### config.mk
export PLATFORM = sky130hd
export DESIGN_NAME = ebi_read_responder_flat
export DESIGN_NICKNAME = d
export VERILOG_FILES = /design/src/rtl/ebi_read_responder_if.sv /design/src/rtl/ebi_read_responder.sv /design/src/flat_wrapper.sv
export SDC_FILE = /design/constraint.sdc
export NUM_CORES = 1
export LEC_CHECK = 0
export CAP_MARGIN = 30
export CORE_MARGIN = 8
export CORE_UTILIZATION = 53
export DETAILED_ROUTE_END_ITERATION = 16
export GPL_TIMING_DRIVEN = 0
export PLACE_DENSITY = 0.9
export SYNTH_ARGS = -nofsm -noshare
export SYNTH_HDL_FRONTEND = slang
export SYNTH_SLANG_ARGS = --single-unit
### constraint.sdc
create_clock -name clk -period 8.8 [get_ports clk]
set_input_delay 0.88 -clock clk [delete_from_list [all_inputs] [get_ports clk]]
set_output_delay 0.88 -clock clk [all_outputs]
set_load 0.01 [all_outputs]
### src/rtl/ebi_read_responder_if.sv
// Bundle of the MCU EBI pad signals and the internal read port serviced by ebi_read_responder.
// The responder uses the slave view; whatever models the MCU and register space uses master.
interface ebi_read_responder_if;
  logic [15:0] EBI_AD_in;
  logic        EBI_ALE;
  logic        EBI_RE;
  logic        EBI_WE;
  logic [15:0] EBI_AD_out;
  logic        EBI_AD_oe;
  logic [15:0] rd_addr;
  logic        rd_req;
  logic        rd_valid;
  logic [15:0] rd_data;
  logic        timeout_err;
  logic        late_err;

  modport slave (
    input  EBI_AD_in, EBI_ALE, EBI_RE, EBI_WE, rd_valid, rd_data,
    output EBI_AD_out, EBI_AD_oe, rd_addr, rd_req, timeout_err, late_err
  );

  modport master (
    output EBI_AD_in, EBI_ALE, EBI_RE, EBI_WE, rd_valid, rd_data,
    input  EBI_AD_out, EBI_AD_oe, rd_addr, rd_req, timeout_err, late_err
  );
endinterface

### src/rtl/ebi_read_responder.sv
// MCU EBI read responder: latches the address on ALE rise, prefetches a word over rd_req/rd_valid
// and drives it onto the shared AD bus while the MCU holds RE low.
//
// state   | meaning
// IDLE    | waiting for an address phase (synced ALE rising edge)
// FETCH   | rd_req high, waiting for rd_valid or the fetch timeout
// READY   | word held, waiting for RE low
// DRIVE   | word driven on AD until RE returns high
// WAITREL | bus released after ALE/WE contention, waiting for RE high
module ebi_read_responder #(
  parameter int          SYNC_STAGES = 2,
  parameter int          TIMEOUT     = 15,
  parameter logic [15:0] ERR_DATA    = 16'hDEAD
) (
  input logic                 clk,
  input logic                 reset,
  ebi_read_responder_if.slave bus
);
  localparam int            TW  = (TIMEOUT < 1) ? 1 : $clog2(TIMEOUT + 1);
  localparam logic [TW-1:0] TMO = TW'(TIMEOUT);

  typedef enum logic [2:0] {IDLE, FETCH, READY, DRIVE, WAITREL} state_t;

  logic [SYNC_STAGES-1:0] ale_sync_q, re_sync_q, we_sync_q;
  logic [15:0]            ad_sync_q [SYNC_STAGES];
  logic                   ale_prev_q;

  state_t        state_q;
  logic [15:0]   rd_addr_q;
  logic          rd_req_q;
  logic [TW-1:0] timer_q;
  logic [15:0]   data_q;
  logic [15:0]   ad_out_q;
  logic          oe_q;
  logic          timeout_err_q;
  logic          late_err_q;
  logic          late_seen_q;

  logic        ale_s, re_s, we_s;
  logic        ale_ahead, we_ahead;
  logic [15:0] ad_s;
  logic        ale_rise, abort;

  assign ale_s     = ale_sync_q[SYNC_STAGES-1];
  assign re_s      = re_sync_q[SYNC_STAGES-1];
  assign we_s      = we_sync_q[SYNC_STAGES-1];
  assign ad_s      = ad_sync_q[SYNC_STAGES-1];
  // Values the synced strobes take next cycle; lets the registered oe drop together with them.
  assign ale_ahead = ale_sync_q[SYNC_STAGES-2];
  assign we_ahead  = we_sync_q[SYNC_STAGES-2];
  assign ale_rise  = ale_s & ~ale_prev_q;
  assign abort     = ~ale_s | ~we_s;

  always_ff @(posedge clk or posedge reset) begin
    if (reset) begin
      ale_sync_q <= '1;
      re_sync_q  <= '1;
      we_sync_q  <= '1;
      ale_prev_q <= 1'b1;
      for (int i = 0; i < SYNC_STAGES; i++) ad_sync_q[i] <= '0;
    end else begin
      ale_sync_q   <= {ale_sync_q[SYNC_STAGES-2:0], bus.EBI_ALE};
      re_sync_q    <= {re_sync_q[SYNC_STAGES-2:0], bus.EBI_RE};
      we_sync_q    <= {we_sync_q[SYNC_STAGES-2:0], bus.EBI_WE};
      ale_prev_q   <= ale_s;
      ad_sync_q[0] <= bus.EBI_AD_in;
      for (int i = 1; i < SYNC_STAGES; i++) ad_sync_q[i] <= ad_sync_q[i-1];
    end
  end

  always_ff @(posedge clk or posedge reset) begin
    if (reset) begin
      state_q       <= IDLE;
      rd_addr_q     <= '0;
      rd_req_q      <= 1'b0;
      timer_q       <= '0;
      data_q        <= '0;
      ad_out_q      <= '0;
      oe_q          <= 1'b0;
      timeout_err_q <= 1'b0;
      late_err_q    <= 1'b0;
      late_seen_q   <= 1'b0;
    end else begin
      timeout_err_q <= 1'b0;
      late_err_q    <= 1'b0;
      oe_q          <= 1'b0;
      case (state_q)
        IDLE: begin
          if (ale_rise) begin
            rd_addr_q   <= ad_s;
            rd_req_q    <= 1'b1;
            timer_q     <= '0;
            late_seen_q <= 1'b0;
            state_q     <= FETCH;
          end
        end
        FETCH: begin
          if (abort) begin
            rd_req_q <= 1'b0;
            state_q  <= IDLE;
          end else begin
            if (!re_s && !late_seen_q) begin
              late_err_q  <= 1'b1;
              late_seen_q <= 1'b1;
            end
            if (timer_q != TMO) timer_q <= timer_q + TW'(1);
            // rd_valid is checked first so it wins over a coincident timeout
            if (bus.rd_valid) begin
              data_q   <= bus.rd_data;
              rd_req_q <= 1'b0;
              state_q  <= re_s ? READY : DRIVE;
            end else if (timer_q == TMO) begin
              data_q        <= ERR_DATA;
              rd_req_q      <= 1'b0;
              timeout_err_q <= 1'b1;
              state_q       <= re_s ? READY : DRIVE;
            end
          end
        end
        READY: begin
          if (abort)      state_q <= IDLE;
          else if (!re_s) state_q <= DRIVE;
        end
        DRIVE: begin
          if (abort) begin
            state_q <= WAITREL;
          end else if (re_s) begin
            state_q <= IDLE;
          end else begin
            oe_q     <= ale_ahead & we_ahead;
            ad_out_q <= data_q;
          end
        end
        WAITREL: begin
          if (re_s) state_q <= IDLE;
        end
        default: state_q <= IDLE;
      endcase
    end
  end

  assign bus.EBI_AD_out  = ad_out_q;
  assign bus.EBI_AD_oe   = oe_q;
  assign bus.rd_addr     = rd_addr_q;
  assign bus.rd_req      = rd_req_q;
  assign bus.timeout_err = timeout_err_q;
  assign bus.late_err    = late_err_q;
endmodule

### src/flat_wrapper.sv
// flat-port wrapper written by rule: the top's interface ports become plain ports
module ebi_read_responder_flat 
#(
  parameter int          SYNC_STAGES = 2,
  parameter int          TIMEOUT     = 15,
  parameter logic [15:0] ERR_DATA    = 16'hDEAD
)
  (clk, reset, bus_EBI_AD_in, bus_EBI_ALE, bus_EBI_RE, bus_EBI_WE, bus_rd_valid, bus_rd_data, bus_EBI_AD_out, bus_EBI_AD_oe, bus_rd_addr, bus_rd_req, bus_timeout_err, bus_late_err);
  ebi_read_responder_if bus_i ();
  input logic clk;
  input logic reset;
  input wire logic [$bits(bus_i.EBI_AD_in)-1:0] bus_EBI_AD_in;
  input wire logic [$bits(bus_i.EBI_ALE)-1:0] bus_EBI_ALE;
  input wire logic [$bits(bus_i.EBI_RE)-1:0] bus_EBI_RE;
  input wire logic [$bits(bus_i.EBI_WE)-1:0] bus_EBI_WE;
  input wire logic [$bits(bus_i.rd_valid)-1:0] bus_rd_valid;
  input wire logic [$bits(bus_i.rd_data)-1:0] bus_rd_data;
  output wire logic [$bits(bus_i.EBI_AD_out)-1:0] bus_EBI_AD_out;
  output wire logic [$bits(bus_i.EBI_AD_oe)-1:0] bus_EBI_AD_oe;
  output wire logic [$bits(bus_i.rd_addr)-1:0] bus_rd_addr;
  output wire logic [$bits(bus_i.rd_req)-1:0] bus_rd_req;
  output wire logic [$bits(bus_i.timeout_err)-1:0] bus_timeout_err;
  output wire logic [$bits(bus_i.late_err)-1:0] bus_late_err;
  assign bus_i.EBI_AD_in = bus_EBI_AD_in;
  assign bus_i.EBI_ALE = bus_EBI_ALE;
  assign bus_i.EBI_RE = bus_EBI_RE;
  assign bus_i.EBI_WE = bus_EBI_WE;
  assign bus_i.rd_valid = bus_rd_valid;
  assign bus_i.rd_data = bus_rd_data;
  assign bus_EBI_AD_out = bus_i.EBI_AD_out;
  assign bus_EBI_AD_oe = bus_i.EBI_AD_oe;
  assign bus_rd_addr = bus_i.rd_addr;
  assign bus_rd_req = bus_i.rd_req;
  assign bus_timeout_err = bus_i.timeout_err;
  assign bus_late_err = bus_i.late_err;
  ebi_read_responder #(.SYNC_STAGES(SYNC_STAGES), .TIMEOUT(TIMEOUT), .ERR_DATA(ERR_DATA)) u_core (.clk(clk), .reset(reset), .bus(bus_i));
endmodule
Word level (Yosys, flattened, before mapping):

Cells that the tools add are included.

* memories kept: 0
* output and inout bits: 36
* word-level logic and storage cells: 85
* flip-flop bits (word level): 99
* RAM bits: 0
* latch bits: 0
* input port bits: 38
* ROM bits: 0

* $add $sub $neg: 1
* div/mod/pow operators: 0
* multiply operators: 0
* shift-type cells: 0
* mux-type cells: 35
* bitwise operators: 8
* order comparisons: 0
* reductions and logical operators: 13
* eq/ne operators: 12

Operator list (count)
* 16-bit 2-to-1 mux: 2
* 3-bit 2-to-1 mux: 8
* 1-bit 2-to-1 mux: 18
* 3-bit one-hot mux with 5 select lines: 1
* 4-bit 2-to-1 mux: 3
* 3-bit AND reduction: 4
* 4-bit one-hot mux with 2 select lines: 1
* 4-bit AND reduction: 2
* 3-bit by 2-bit == test with 1-bit output (second input constant): 2
* 2-bit by 1-bit inequality test with 1-bit output (second input constant): 3
* 1-bit NOT: 5
* 4-bit by 1-bit adder with 4-bit output (second input constant): 1
* 4-bit == test (second input constant): 1
* 4-bit by 2-bit inequality test with 1-bit output (second input constant): 1
* 4-bit inequality test (second input constant): 1
* 1-bit one-hot mux with 2 select lines: 2
* 2-bit nonzero test: 2
* 3-bit by 1-bit == test with 1-bit output (second input constant): 1
* 3-bit == test (second input constant): 1
* 3-bit logical NOT: 1
* 3-bit inequality test (second input constant): 1
* 1-bit AND: 2
* 1-bit logical NOT: 2
* 2-bit inequality test (second input constant): 1
* 3 further kinds: 3

Depth between registers and ports, before layout:

Gate-level depths: netlist of run 1.

* depth after elaboration: 5
* depth in mapped cells: 6
* mapped depth without buffers: 5

Worst setup path before layout of run 1:

OpenSTA, ideal clock, no wires.

* kind: register -> register
* from: register u_core.ale_sync_q[1]
* to: register u_core.rd_addr_q[0], in the netlist u_core.bus.rd_addr[0]
* stages on the path, launching flop included: 5
* period minus slack after synthesis: 1.772 ns
* library setup time: 0.125 ns
* arrival time: 1.647 ns
* path slack: 7.028 ns
* data required time: 8.675 ns
* path buffers: 1
* cell sequence: dfstp_2 > nand2b_1 > nor4_4 > buf_4 > mux2_2

* word-level cells in the longest chain between the ends: 2

RTL lines
* from (decl): RTL line ebi_read_responder.sv:24 `logic [SYNC_STAGES-1:0] ale_sync_q, re_sync_q, we_sync_q;`
* from (signal assigned): RTL line ebi_read_responder.sv:62 `ale_sync_q <= {ale_sync_q[SYNC_STAGES-2:0], bus.EBI_ALE};`
* 1-bit AND: RTL line ebi_read_responder.sv:51 `assign ale_rise = ale_s & ~ale_prev_q;`
* 2-bit AND reduction (no line)
* to (signal assigned): RTL line ebi_read_responder.sv:90 `rd_addr_q <= ad_s;`
* to (decl): RTL line ebi_read_responder.sv:29 `logic [15:0] rd_addr_q;`

No other way between the ends.
A chain may end at the register's enable or synchronous reset.

Worst setup path in the final report of run 1:

* from: register u_core.rd_addr_q[15], in the netlist u_core.bus.rd_addr[15]
* to: output bus_rd_addr[15]

RTL lines
* to (decl): RTL line flat_wrapper.sv:20 `output wire logic [$bits(bus_i.rd_addr)-1:0] bus_rd_addr;`

No word-level cell between the ends.

==> summary.md, run 1 <==
### Status
- finished clean — run status

### Clock tree
- 99 — Sinks on Clock Net
- sky130_fd_sc_hd__clkbuf_8 — Clock Root Buffer
- 0 — Post-CTS Setup Inserts
- done — CTS tree
- 2 — buffer depth of the longest clock path
- 9 — clock buffer count from CTS
- 0 — post-cts repair resize count
- 0.09 ns — clock slew at reported path FFs
- 3 — CTS H-Tree Depth
- 0 — CTS Hold Bufs
- 0.34 ns — clock insertion delay at the later pin of the skew report

### Setup path
- clkdlybuf4s50_1 — CP Cell Sequence
- 0.54 ns — Worst path max stage delay
- primary output — endpoint kind of the worst setup timing path
- 2 — CP Max Fanout
- buffers and inverters — family with the most delay on the worst path
- 1 — crit path buf inv count
- flip-flop to primary output — critical path class
- 7.92 ns — data required time of the worst path
- sky130_fd_sc_hd__clkdlybuf4s50_1 — cell with the biggest individual delay on the critical path
- 1.25 ns — WP data arrival
- flip-flop — startpoint type of the worst setup path

### Routing
- 4 — First-pass DRT Iterations
- 1971 — vias after detailed routing
- 5.24 — vias per std cell
- 0 — post-route DRC violation count
- 108 — detailed router's first-iteration violation count
- 16.5 um — routed wirelength normalized by instance count
- 6200 um — final routed wirelength across all metal layers
- 0 — antenna viol nets, final

### Global route
- 0 — GRT Residual Overflow
- 0 — antenna violations before repair
- 74 — pin count of the biggest net entering global routing
- 10300 um — first-pass GRT wire length
- 14.6% — Tot GR Track Use
- 2169 — via count of the first global-routing pass

### Finish
- 0.00442 mm^2 — Post-Layout Inst Area
- 376 — non-filler instance count after layout
- 21.4% — fraction of layout instances using a drive strength above 1
- 425 — filler instances
- 333 — Final nets
- 0 — diode insertion count for antenna repair
- 31.2% — Area Overhead vs Synth

### Synth
- 0.00337 mm^2 — Cell Area, Synth
- 0 — count of flip-flops with a built-in enable after synthesis
- 68.3% — proportion of netlist area held by the largest area contributor
- sky130_fd_sc_hd__dfrtp_1 — Most used DFF post-synth
- 16.1 um^2 — synthesized area per cell
- 0 — number of warnings issued by yosys
- 100% — share of synthesized registers carrying an async set or reset
- 73.8% — Seq/Total Area, Yosys
- 248 — number of nets in the synthesized netlist
- 36 — number of distinct standard cells referenced by the synthesized netlist
- sky130_fd_sc_hd__dfrtp_1 — largest area contributor in the netlist
- 209 — synthesized instance count
- sky130_fd_sc_hd__dfrtp_1, sky130_fd_sc_hd__mux2_2, sky130_fd_sc_hd__dfstp_2 — biggest area contributors in the synthesized netlist
- 99 — Synth Register Bits

### Power
- 1.95 nW — Lkg Pwr
- 215 mW/mm^2 — pwr dens
- 0.000130 V — worst voltage drop across the vdd grid
- 952 uW — total design power

### Die
- 0.00917 mm^2 — DIE AREA
- 74 — IO Count
- 95.7 um — vertical die dimension
- 0.00624 mm^2 — CORE AREA
- 54.0% — Initial Util
- 95.7 um — horizontal die dimension
- 29 — number of standard-cell rows in the floorplan

### STA
- 469 MHz — achievable frequency
- 0.676 ns — Least-Margin Pin Slew
- 24.2% — share of the clock period used by the worst path
- no — unrepaired setup endpoints after global routing
- 0 — number of endpoints failing setup at the final stage
- 0 ns — Total Negative Setup Slacks
- 2.13 ns — final period demand of the worst path
- 0.346 ns — smallest hold slack
- 54.6% — remaining max-slew budget at the tightest pin
- 0 — count of endpoints failing hold in the final timing report
- 0.0114 ns — post-route clock skew
- 0 — final slew viol count

### Placement
- 0.00423 mm^2 — Post-Place Cell Area
- 4540 um — estimated wirelength of the detail-placed design
- 0.823 — routability congestion estimate
- 360 — number of placed cells counting well taps
- 73 — Port Buffers

### Flow run
- 0 — max cap viols

### Hold path
- flip-flop to flip-flop — hold crit path type

path summary, 6_finish.rpt:
path	startpoint	cells past startpoint	to	slack (ns)
worst max register to register	u_core.ale_sync_q[1]$_DFF_PP1_	4	u_core.bus.rd_addr[5]$_DFFE_PP0P_	6.70
min in group asynchronous	reset	2	u_core.ad_s[10]$_DFF_PP0_	0.86
worst min-delay path	u_core.ad_sync_q[27]$_DFF_PP0_	0	u_core.ad_s[11]$_DFF_PP0_	0.35
worst min register to register	u_core.ad_sync_q[27]$_DFF_PP0_	0	u_core.ad_s[11]$_DFF_PP0_	0.35
worst max-delay path	u_core.bus.rd_addr[15]$_DFFE_PP0P_	1	bus_rd_addr[15]	6.67
max in group asynchronous	reset	3	u_core.we_sync_q[1]$_DFF_PP1_	7.24
layout by cell type (no fill, tap or decap), types with 2 or more instances in the layout:
cell type and count:
sky130_fd_sc_hd__nand3_1 3, sky130_fd_sc_hd__a22o_1 5, sky130_fd_sc_hd__mux2_2 33, sky130_fd_sc_hd__nand2_1 10, sky130_fd_sc_hd__clkbuf_1 4, sky130_fd_sc_hd__dfstp_2 7
sky130_fd_sc_hd__clkdlybuf4s50_1 73, sky130_fd_sc_hd__nor3_1 3, sky130_fd_sc_hd__a211o_1 2, sky130_fd_sc_hd__buf_4 2, sky130_fd_sc_hd__dfrtp_1 92, sky130_fd_sc_hd__a21oi_1 5
sky130_fd_sc_hd__inv_1 2, sky130_fd_sc_hd__nor2_1 4, sky130_fd_sc_hd__o22a_1 11, sky130_fd_sc_hd__o21ai_0 2, sky130_fd_sc_hd__nand2b_1 4, sky130_fd_sc_hd__clkbuf_8 10
sky130_fd_sc_hd__and3_1 2, sky130_fd_sc_hd__clkinv_2 2
flip-flops by register name, summed over array words and instances, names as in the netlist:
register,count
u_core.re_sync_q,2
u_core.bus.EBI_AD_oe,1
u_core.bus.timeout_err,1
u_core.state_q,3
u_core.bus.rd_req,1
u_core.bus.EBI_AD_out,16
u_core.data_q,16
u_core.ad_sync_q,16
u_core.timer_q,4
u_core.ad_s,16
u_core.late_seen_q,1
u_core.we_sync_q,2
u_core.ale_prev_q,1
u_core.bus.rd_addr,16
u_core.ale_sync_q,2
u_core.bus.late_err,1
cells in the mapped netlist (3+ instances only):
master and n:
sky130_fd_sc_hd__dfrtp_1 92, sky130_fd_sc_hd__mux2_2 33, sky130_fd_sc_hd__o22a_1 11, sky130_fd_sc_hd__nand2_1 10
sky130_fd_sc_hd__dfstp_2 7, sky130_fd_sc_hd__a21oi_1 5, sky130_fd_sc_hd__a22o_1 5, sky130_fd_sc_hd__nand2b_1 4
sky130_fd_sc_hd__nor2_1 4, sky130_fd_sc_hd__inv_1 3, sky130_fd_sc_hd__nand3_1 3, sky130_fd_sc_hd__nor3_1 3
per-layer routing:
| layer | vias up | GRT usage (%) | part of all wire, % |
|---|---|---|---|
| met1 | 999 | 17.4 | 40 |
| met2 | 53 | 25.0 | 54 |
| li1 | 909 | - | - |
| met3 | 10 | 3.35 | 4.7 |
| met5 | - | 0 | 0 |
| met4 | 0 | 5.76 | 1.5 |
through the flow:
stage / util [%] / setup WS (ns)
finish: 70.8 / 6.67
global route: 70.8 / 6.53
CTS: 70.8 / 6.64
detailed placement: 67.7 / 6.41
global placement: 67.2 / 4.13
floorplan: - / 5.34
power by group:
part / total, mW / switching, mW / internal, mW
clock network: 0.280 / 0.140 / 0.140
logic: 0.137 / 0.0521 / 0.0853
registers: 0.535 / 0.0265 / 0.509
total: 0.952 / 0.219 / 0.734
layout make-up:
type	count	area, um^2	area share, %
Timing Repair Buffer	74	758	17.2
Multi-Input combinational cell	102	845	19.1
Buffer	5	27.5	0.623
Clock buffer	12	145	3.28
Sequential cell	99	2490	56.2
Inverter	3	13.8	0.311
Tap cell	77	96.3	2.18
Clock inverter	4	48.8	1.10
logic make-up after synthesis:
logic type               count (synthesis)  share of synthesized area (%)
buffers and inverters                    8                           1.15
multiplexers                            33                           11.0
AO/OA/AOI/OAI                           32                           7.24
AND/OR/NAND/NOR                         36                           6.42
adder cells (fa/ha/maj)                  1                          0.371
flip-flops                              99                           73.8
Note: power is estimated with default switching activity, not from simulation.
==> inputs of run 2 (changes only) <==
CORE_UTILIZATION = 49   (was 53)
PLACE_DENSITY = 0.85   (was 0.9)
clock period = 2.2 ns   (was 8.8 ns; I/O delays follow)
==> summary.md, run 2 (synthesis results as in run 1) <==
### Status
- finished clean — run status, unchanged

### Setup path
- sky130_fd_sc_hd__dfstp_2 — cell with the biggest individual delay on the critical path, was sky130_fd_sc_hd__clkdlybuf4s50_1
- 0.57 ns — Worst path max stage delay, was 0.54 ns
- simple AND/OR/NAND/NOR gates — family with the most delay on the worst path, was buffers and inverters
- 4 — worst reg-to-reg path cell count, unchanged
- 4 — number of cells on the critical path, was 1
- u_core.ale_sync_q[1]$_DFF_PP1_ — launching point of the worst reg2reg path, unchanged
- 1 — crit path buf inv count, unchanged
- flip-flop to flip-flop — critical path class, was flip-flop to primary output
- 2.27 ns — WP data arrival, was 1.25 ns
- u_core.ale_sync_q[1]$_DFF_PP1_ — startpoint of the worst setup timing path, was u_core.bus.rd_addr[15]$_DFFE_PP0P_
- nand2b_1 > nor3_4 > buf_2 > mux2_2 — CP Cell Sequence, was clkdlybuf4s50_1
- 2.43 ns — data required time of the worst path, was 7.92 ns
- flip-flop — startpoint type of the worst setup path, unchanged
- flip-flop — endpoint kind of the worst setup timing path, was primary output
- 0.16 ns — reg2reg setup slack, was 6.70 ns
- 10 — CP Max Fanout, was 2

### Die
- 50.1% — Initial Util, was 54.0%
- 98.9 um — vertical die dimension, was 95.7 um
- 98.9 um — horizontal die dimension, was 95.7 um
- 0.00979 mm^2 — DIE AREA, was 0.00917 mm^2
- 30 — number of standard-cell rows in the floorplan, was 29
- 0.00672 mm^2 — CORE AREA, was 0.00624 mm^2
- 74 — IO Count, unchanged

### Global route
- 43 — pin count of the biggest net entering global routing, was 74
- 2226 — via count of the first global-routing pass, was 2169
- 4.16% — met3 GRT Util, was 3.35%
- 13.6% — Tot GR Track Use, was 14.6%
- 22.4% — met2 track utilization from global routing, was 25.0%
- 15.8% — Global Route met1 Usage, was 17.4%
- 0 — GRT Residual Overflow, unchanged
- 0 — antenna violations before repair, unchanged
- 10500 um — first-pass GRT wire length, was 10300 um
- met2 — busiest grt layer, unchanged

### Finish
- 336 — Final nets, was 333
- 507 — filler instances, was 425
- 33.0% — Area Overhead vs Synth, was 31.2%
- 22.5% — fraction of layout instances using a drive strength above 1, was 21.4%
- 0.00448 mm^2 — Post-Layout Inst Area, was 0.00442 mm^2
- 382 — non-filler instance count after layout, was 376
- sky130_fd_sc_hd__dfrtp_1 — most common cell after layout, fill and taps aside, unchanged
- 0 — diode insertion count for antenna repair, unchanged
- sky130_fd_sc_hd__dfrtp_1, sky130_fd_sc_hd__clkdlybuf4s50_1, sky130_fd_sc_hd__mux2_2, sky130_fd_sc_hd__clkbuf_8, sky130_fd_sc_hd__o22a_1 — top library cells by usage in the layout, fill and taps aside, was sky130_fd_sc_hd__dfrtp_1, sky130_fd_sc_hd__clkdlybuf4s50_1, sky130_fd_sc_hd__mux2_2, sky130_fd_sc_hd__o22a_1

### STA
- 489 MHz — achievable frequency
- 0 — count of endpoints failing hold in the final timing report, unchanged
- 0 ns — Total Negative Setup Slacks, unchanged
- 92.9% — share of the clock period used by the worst path
- 46.5% — remaining max-slew budget at the tightest pin, was 54.6%
- 0.800 ns — Least-Margin Pin Slew, was 0.676 ns
- 2.04 ns — final period demand of the worst path
- no — unrepaired setup endpoints after global routing, unchanged
- 0.00973 ns — post-route clock skew, was 0.0114 ns
- 0 — number of endpoints failing setup at the final stage, unchanged
- 0 — final slew viol count, unchanged

### Power
- 30.7% — portion of total power attributed to the clock network, was 29.4%
- 3.89 mW — total design power, was 952 uW
- 0.000450 V — worst voltage drop across the vdd grid, was 0.000130 V
- 1.96 nW — Lkg Pwr, was 1.95 nW
- 869 mW/mm^2 — pwr dens, was 215 mW/mm^2
- 892 uW — Psw, was 219 uW
- 55.0% — sequential power share, was 56.2%
- 3.00 mW — cell-internal power, was 734 uW
- 22.9% — switching power share of the total, was 23.0%
- 14.3% — share of power burned in combinational logic, was 14.4%

### Clock tree
- 0 — post-cts repair resize count, unchanged
- 0.08 ns — clock slew at reported path FFs, was 0.09 ns
- 99 — Sinks on Clock Net, unchanged
- 9 — clock buffer count from CTS, unchanged
- done — CTS tree, unchanged
- 3 — CTS H-Tree Depth, unchanged
- sky130_fd_sc_hd__clkbuf_8 — Clock Root Buffer, unchanged
- 0.35 ns — clock insertion delay at the later pin of the skew report, was 0.34 ns
- 2 — buffer depth of the longest clock path, unchanged

### Routing
- 0 — antenna viol nets, final, unchanged
- 16.4 um — routed wirelength normalized by instance count, was 16.5 um
- 1969 — vias after detailed routing, was 1971
- 6280 um — final routed wirelength across all metal layers, was 6200 um
- 4 — First-pass DRT Iterations, unchanged
- 0 — post-route DRC violation count, unchanged
- 61 — detailed router's first-iteration violation count, was 108
- 5.15 — vias per std cell, was 5.24

### Flow run
- 0 — max cap viols, unchanged

### Placement
- 4540 um — estimated wirelength of the detail-placed design, about the same
- 73 — Port Buffers, unchanged
- 0.802 — routability congestion estimate, was 0.823
- 0.00425 mm^2 — Post-Place Cell Area, was 0.00423 mm^2
- 364 — number of placed cells counting well taps, was 360

### Hold path
- bus_EBI_ALE — Hold Path Origin, was u_core.ad_sync_q[27]$_DFF_PP0_
- 1 — Worst Hold Depth, was 0
- primary input to flip-flop — hold crit path type, was flip-flop to flip-flop

[run 2: cell count changes in the layout (fill, tap and decap cells not counted), moves of 2 or more]
| cell | change |
|---|---|
| sky130_fd_sc_hd__clkinvlp_4 | +3 |
| sky130_fd_sc_hd__buf_4 | +2 |
| sky130_fd_sc_hd__clkbuf_8 | +2 |
| sky130_fd_sc_hd__clkinv_2 | -2 |
[run 2: cell type report]
cell class	count	area [um^2]	share of cell area [%]
repair buffers	77	793	17.7
multi-input cells	102	845	18.8
well taps	80	100	2.23
plain buffers	5	27.5	0.614
flip-flops and latches	99	2490	55.5
clock buffers	13	169	3.77
inverters	3	15.0	0.335
clock inverters	3	45.0	1.01
[run 2: layer usage]
metal / routed length [um] / vias up
met1: 2630 / 997
li1: - / 914
met4: 123 / 0
met3: 332 / 9
met2: 3190 / 49
met5: 0 / -
[run 2: power groups by stage]
| stage | logic, mW | registers [mW] | clock network (mW) |
|---|---|---|---|
| 2_1_floorplan | 0.226 | 2.19 | 0 |
| 3_3_place_gp | 0.535 | 2.16 | 0 |
| 3_5_place_dp | 0.566 | 2.18 | 0 |
| 4_1_cts | 0.568 | 2.14 | 1.23 |
| 5_1_grt | 0.608 | 2.17 | 1.29 |
| 6_report | 0.557 | 2.14 | 1.20 |
[run 2: repair_timing]
action                                  in CTS  in global routing
buffers inserted                             0                  2
hold buffers                                 0                  0
endpoints found under the setup margin       0                  5
[run 2: final timing paths]
check                                                         to
hold / removal                    u_core.ale_sync_q[0]$_DFF_PP1_
setup reg to reg           u_core.bus.EBI_AD_out[11]$_DFFE_PP0P_
setup / recovery           u_core.bus.EBI_AD_out[11]$_DFFE_PP0P_
min in group asynchronous           u_core.data_q[9]$_DFFE_PP0P_
max in group asynchronous         u_core.ad_sync_q[28]$_DFF_PP0_
hold reg to reg                        u_core.ad_s[11]$_DFF_PP0_
[run 2: stage by stage]
| step | hold slack [ns] | util, % | worst slack, ns |
|---|---|---|---|
| detailed placement | 0.336 | 63.3 | 0.100 |
| finish | 0.282 | 66.7 | 0.155 |
| floorplan | 0.224 | - | 0.428 |
| global placement | 0.333 | 62.6 | -0.0894 |
| CTS | 0.265 | 66.5 | 0.0906 |
| global route | 0.269 | 66.7 | 0.0471 |
==> inputs of run 3 (changes only) <==
clock period = 2.28 ns   (was 2.2 ns; I/O delays follow)
==> summary.md, run 3 (synthesis results as in run 1) <==
### STA
- 0 — final slew viol count, unchanged
- 0 ns — Total Negative Setup Slacks, unchanged
- 0 — count of endpoints failing hold in the final timing report, unchanged
- 0.224 ns — setup ws final, was 0.155 ns
- 0.800 ns — Least-Margin Pin Slew, about the same
- 0 — number of endpoints failing setup at the final stage, unchanged
- 0.00947 ns — post-route clock skew, was 0.00973 ns
- 0.290 ns — smallest hold slack, was 0.282 ns
- no — unrepaired setup endpoints after global routing, unchanged
- 46.6% — remaining max-slew budget at the tightest pin, was 46.5%
- 2.06 ns — final period demand of the worst path, was 2.04 ns
- 90.2% — share of the clock period used by the worst path, was 92.9%
- 486 MHz — achievable frequency, was 489 MHz

### Flow run
- 0 — max cap viols, unchanged

### Global route
- 43 — pin count of the biggest net entering global routing, unchanged
- 0 — antenna violations before repair, unchanged
- 0 — GRT Residual Overflow, unchanged
- 10500 um — first-pass GRT wire length, unchanged
- 13.6% — Tot GR Track Use, unchanged
- 2226 — via count of the first global-routing pass, unchanged

### Placement
- 73 — Port Buffers, unchanged
- 0.00425 mm^2 — Post-Place Cell Area, unchanged
- 0.802 — routability congestion estimate, unchanged
- 0.180 ns — dpl ws, was 0.100 ns
- 4540 um — estimated wirelength of the detail-placed design, unchanged

### Setup path
- 0.22 ns — reg2reg setup slack, was 0.16 ns
- 10 — CP Max Fanout, unchanged
- 4 — worst reg-to-reg path cell count, unchanged
- flip-flop to flip-flop — critical path class, unchanged
- flip-flop — endpoint kind of the worst setup timing path, unchanged
- flip-flop — startpoint type of the worst setup path, unchanged
- u_core.ale_sync_q[1]$_DFF_PP1_ — launching point of the worst reg2reg path, unchanged
- 2.29 ns — WP data arrival, was 2.27 ns
- u_core.bus.rd_addr[4]$_DFFE_PP0P_ — end of the worst register-to-register path, was u_core.bus.EBI_AD_out[11]$_DFFE_PP0P_
- 2.51 ns — data required time of the worst path, was 2.43 ns
- u_core.ale_sync_q[1]$_DFF_PP1_ — startpoint of the worst setup timing path, unchanged

### Clock tree
- 9 — clock buffer count from CTS, unchanged
- 0 — Post-CTS Setup Inserts, unchanged
- 0 — CTS Hold Bufs, unchanged
- 0.08 ns — clock slew at reported path FFs, about the same
- 99 — Sinks on Clock Net, unchanged
- sky130_fd_sc_hd__clkbuf_8 — Clock Root Buffer, unchanged
- 2 — buffer depth of the longest clock path, unchanged
- 0 — post-cts repair resize count, unchanged
- 0.35 ns — clock insertion delay at the later pin of the skew report, about the same
- 3 — CTS H-Tree Depth, unchanged
- done — CTS tree, unchanged

### Finish
- sky130_fd_sc_hd__dfrtp_1, sky130_fd_sc_hd__clkdlybuf4s50_1, sky130_fd_sc_hd__mux2_2, sky130_fd_sc_hd__clkbuf_8, sky130_fd_sc_hd__o22a_1 — top library cells by usage in the layout, fill and taps aside, unchanged
- 32.5% — Area Overhead vs Synth, was 33.0%
- 334 — Final nets, was 336
- 22.0% — fraction of layout instances using a drive strength above 1, was 22.5%
- 0 — diode insertion count for antenna repair, unchanged
- sky130_fd_sc_hd__dfrtp_1 — most common cell after layout, fill and taps aside, unchanged
- 0.00447 mm^2 — Post-Layout Inst Area, was 0.00448 mm^2

### Routing
- 4 — First-pass DRT Iterations, unchanged
- 5.17 — vias per std cell, was 5.15
- 78 — detailed router's first-iteration violation count, was 61
- met4 — highest routing layer actually used, unchanged
- 2630 um — routed length on met1, about the same
- 3190 um — routed wl met2, about the same
- 0 — post-route DRC violation count, unchanged
- 6280 um — final routed wirelength across all metal layers, about the same
- 0 — antenna viol nets, final, unchanged
- 16.5 um — routed wirelength normalized by instance count, was 16.4 um
- 1965 — vias after detailed routing, was 1969
- 339 um — wire length on met3, was 332 um

### Power
- 1.95 nW — Lkg Pwr, was 1.96 nW
- 840 mW/mm^2 — pwr dens, was 869 mW/mm^2
- 3.75 mW — total design power, was 3.89 mW
- 0.000434 V — worst voltage drop across the vdd grid, was 0.000450 V

### Die
- 74 — IO Count, unchanged
- 30 — number of standard-cell rows in the floorplan, unchanged
- 0.00979 mm^2 — DIE AREA, unchanged
- 98.9 um — horizontal die dimension, unchanged
- 0.00672 mm^2 — CORE AREA, unchanged
- 50.1% — Initial Util, unchanged
- 98.9 um — vertical die dimension, unchanged

### Hold path
- bus_EBI_RE — Hold Path Origin, was bus_EBI_ALE
- primary input to flip-flop — hold crit path type, unchanged
- u_core.re_sync_q[0]$_DFF_PP1_ — endpoint of the worst hold-timing path, was u_core.ale_sync_q[0]$_DFF_PP1_
- 1 — Worst Hold Depth, unchanged

### Status
- finished clean — run status, unchanged

==> run 3: cell types whose count changed in the layout (fill, tap and decap cells not counted) <==
| cell | delta |
|---|---|
| sky130_fd_sc_hd__buf_4 | -2 |
==> run 3: worst max-delay path, cell delays in order (launching register included) <==
cell and delay, ns:
sky130_fd_sc_hd__dfstp_2 0.57, sky130_fd_sc_hd__nand2b_1 0.18, sky130_fd_sc_hd__nor4_4 0.53, sky130_fd_sc_hd__buf_4 0.31
sky130_fd_sc_hd__mux2_2 0.35
==> run 3: cell type report <==
cell class	count	area (um^2)
Multi-Input combinational cell	102	845
Buffer	5	27.5
Tap cell	80	100
Fill cell	507	2250
Clock buffer	13	169
Timing Repair Buffer	75	778
Clock inverter	3	45.0
Inverter	3	15.0
Sequential cell	99	2490
==> run 3: worst max-delay path by stage <==
stage / endpoint / slack [ns] / depth (start not counted)
after floorplan: u_core.bus.rd_addr[0]$_DFFE_PP0P_ / 0.51 / 4
after global placement: u_core.ad_s[14]$_DFF_PP0_ / -0.02 / 2
after detailed placement: u_core.bus.rd_addr[4]$_DFFE_PP0P_ / 0.18 / 4
after CTS: u_core.bus.rd_addr[4]$_DFFE_PP0P_ / 0.17 / 4
after global routing: u_core.bus.rd_addr[5]$_DFFE_PP0P_ / 0.07 / 4
final: u_core.bus.rd_addr[4]$_DFFE_PP0P_ / 0.22 / 4
==> run 3: power breakdown <==
part	internal [mW]	switching, mW
logic	0.332	0.202
clock network	0.598	0.553
registers	1.96	0.102
==> run 3: metrics by stage <==
stage / std cells / utilization (%)
after floorplan: 209 / -
after global placement: 362 / 62.6
after detailed placement: 364 / 63.3
after CTS: 380 / 66.5
after global routing: 380 / 66.5
final: 380 / 66.5
==> run 3: routing by layer <==
layer	vias to the layer above	GRT usage, %
met5	-	0
met4	0	6.38
met3	9	4.16
met2	53	22.4
met1	994	15.8
li1	909	-
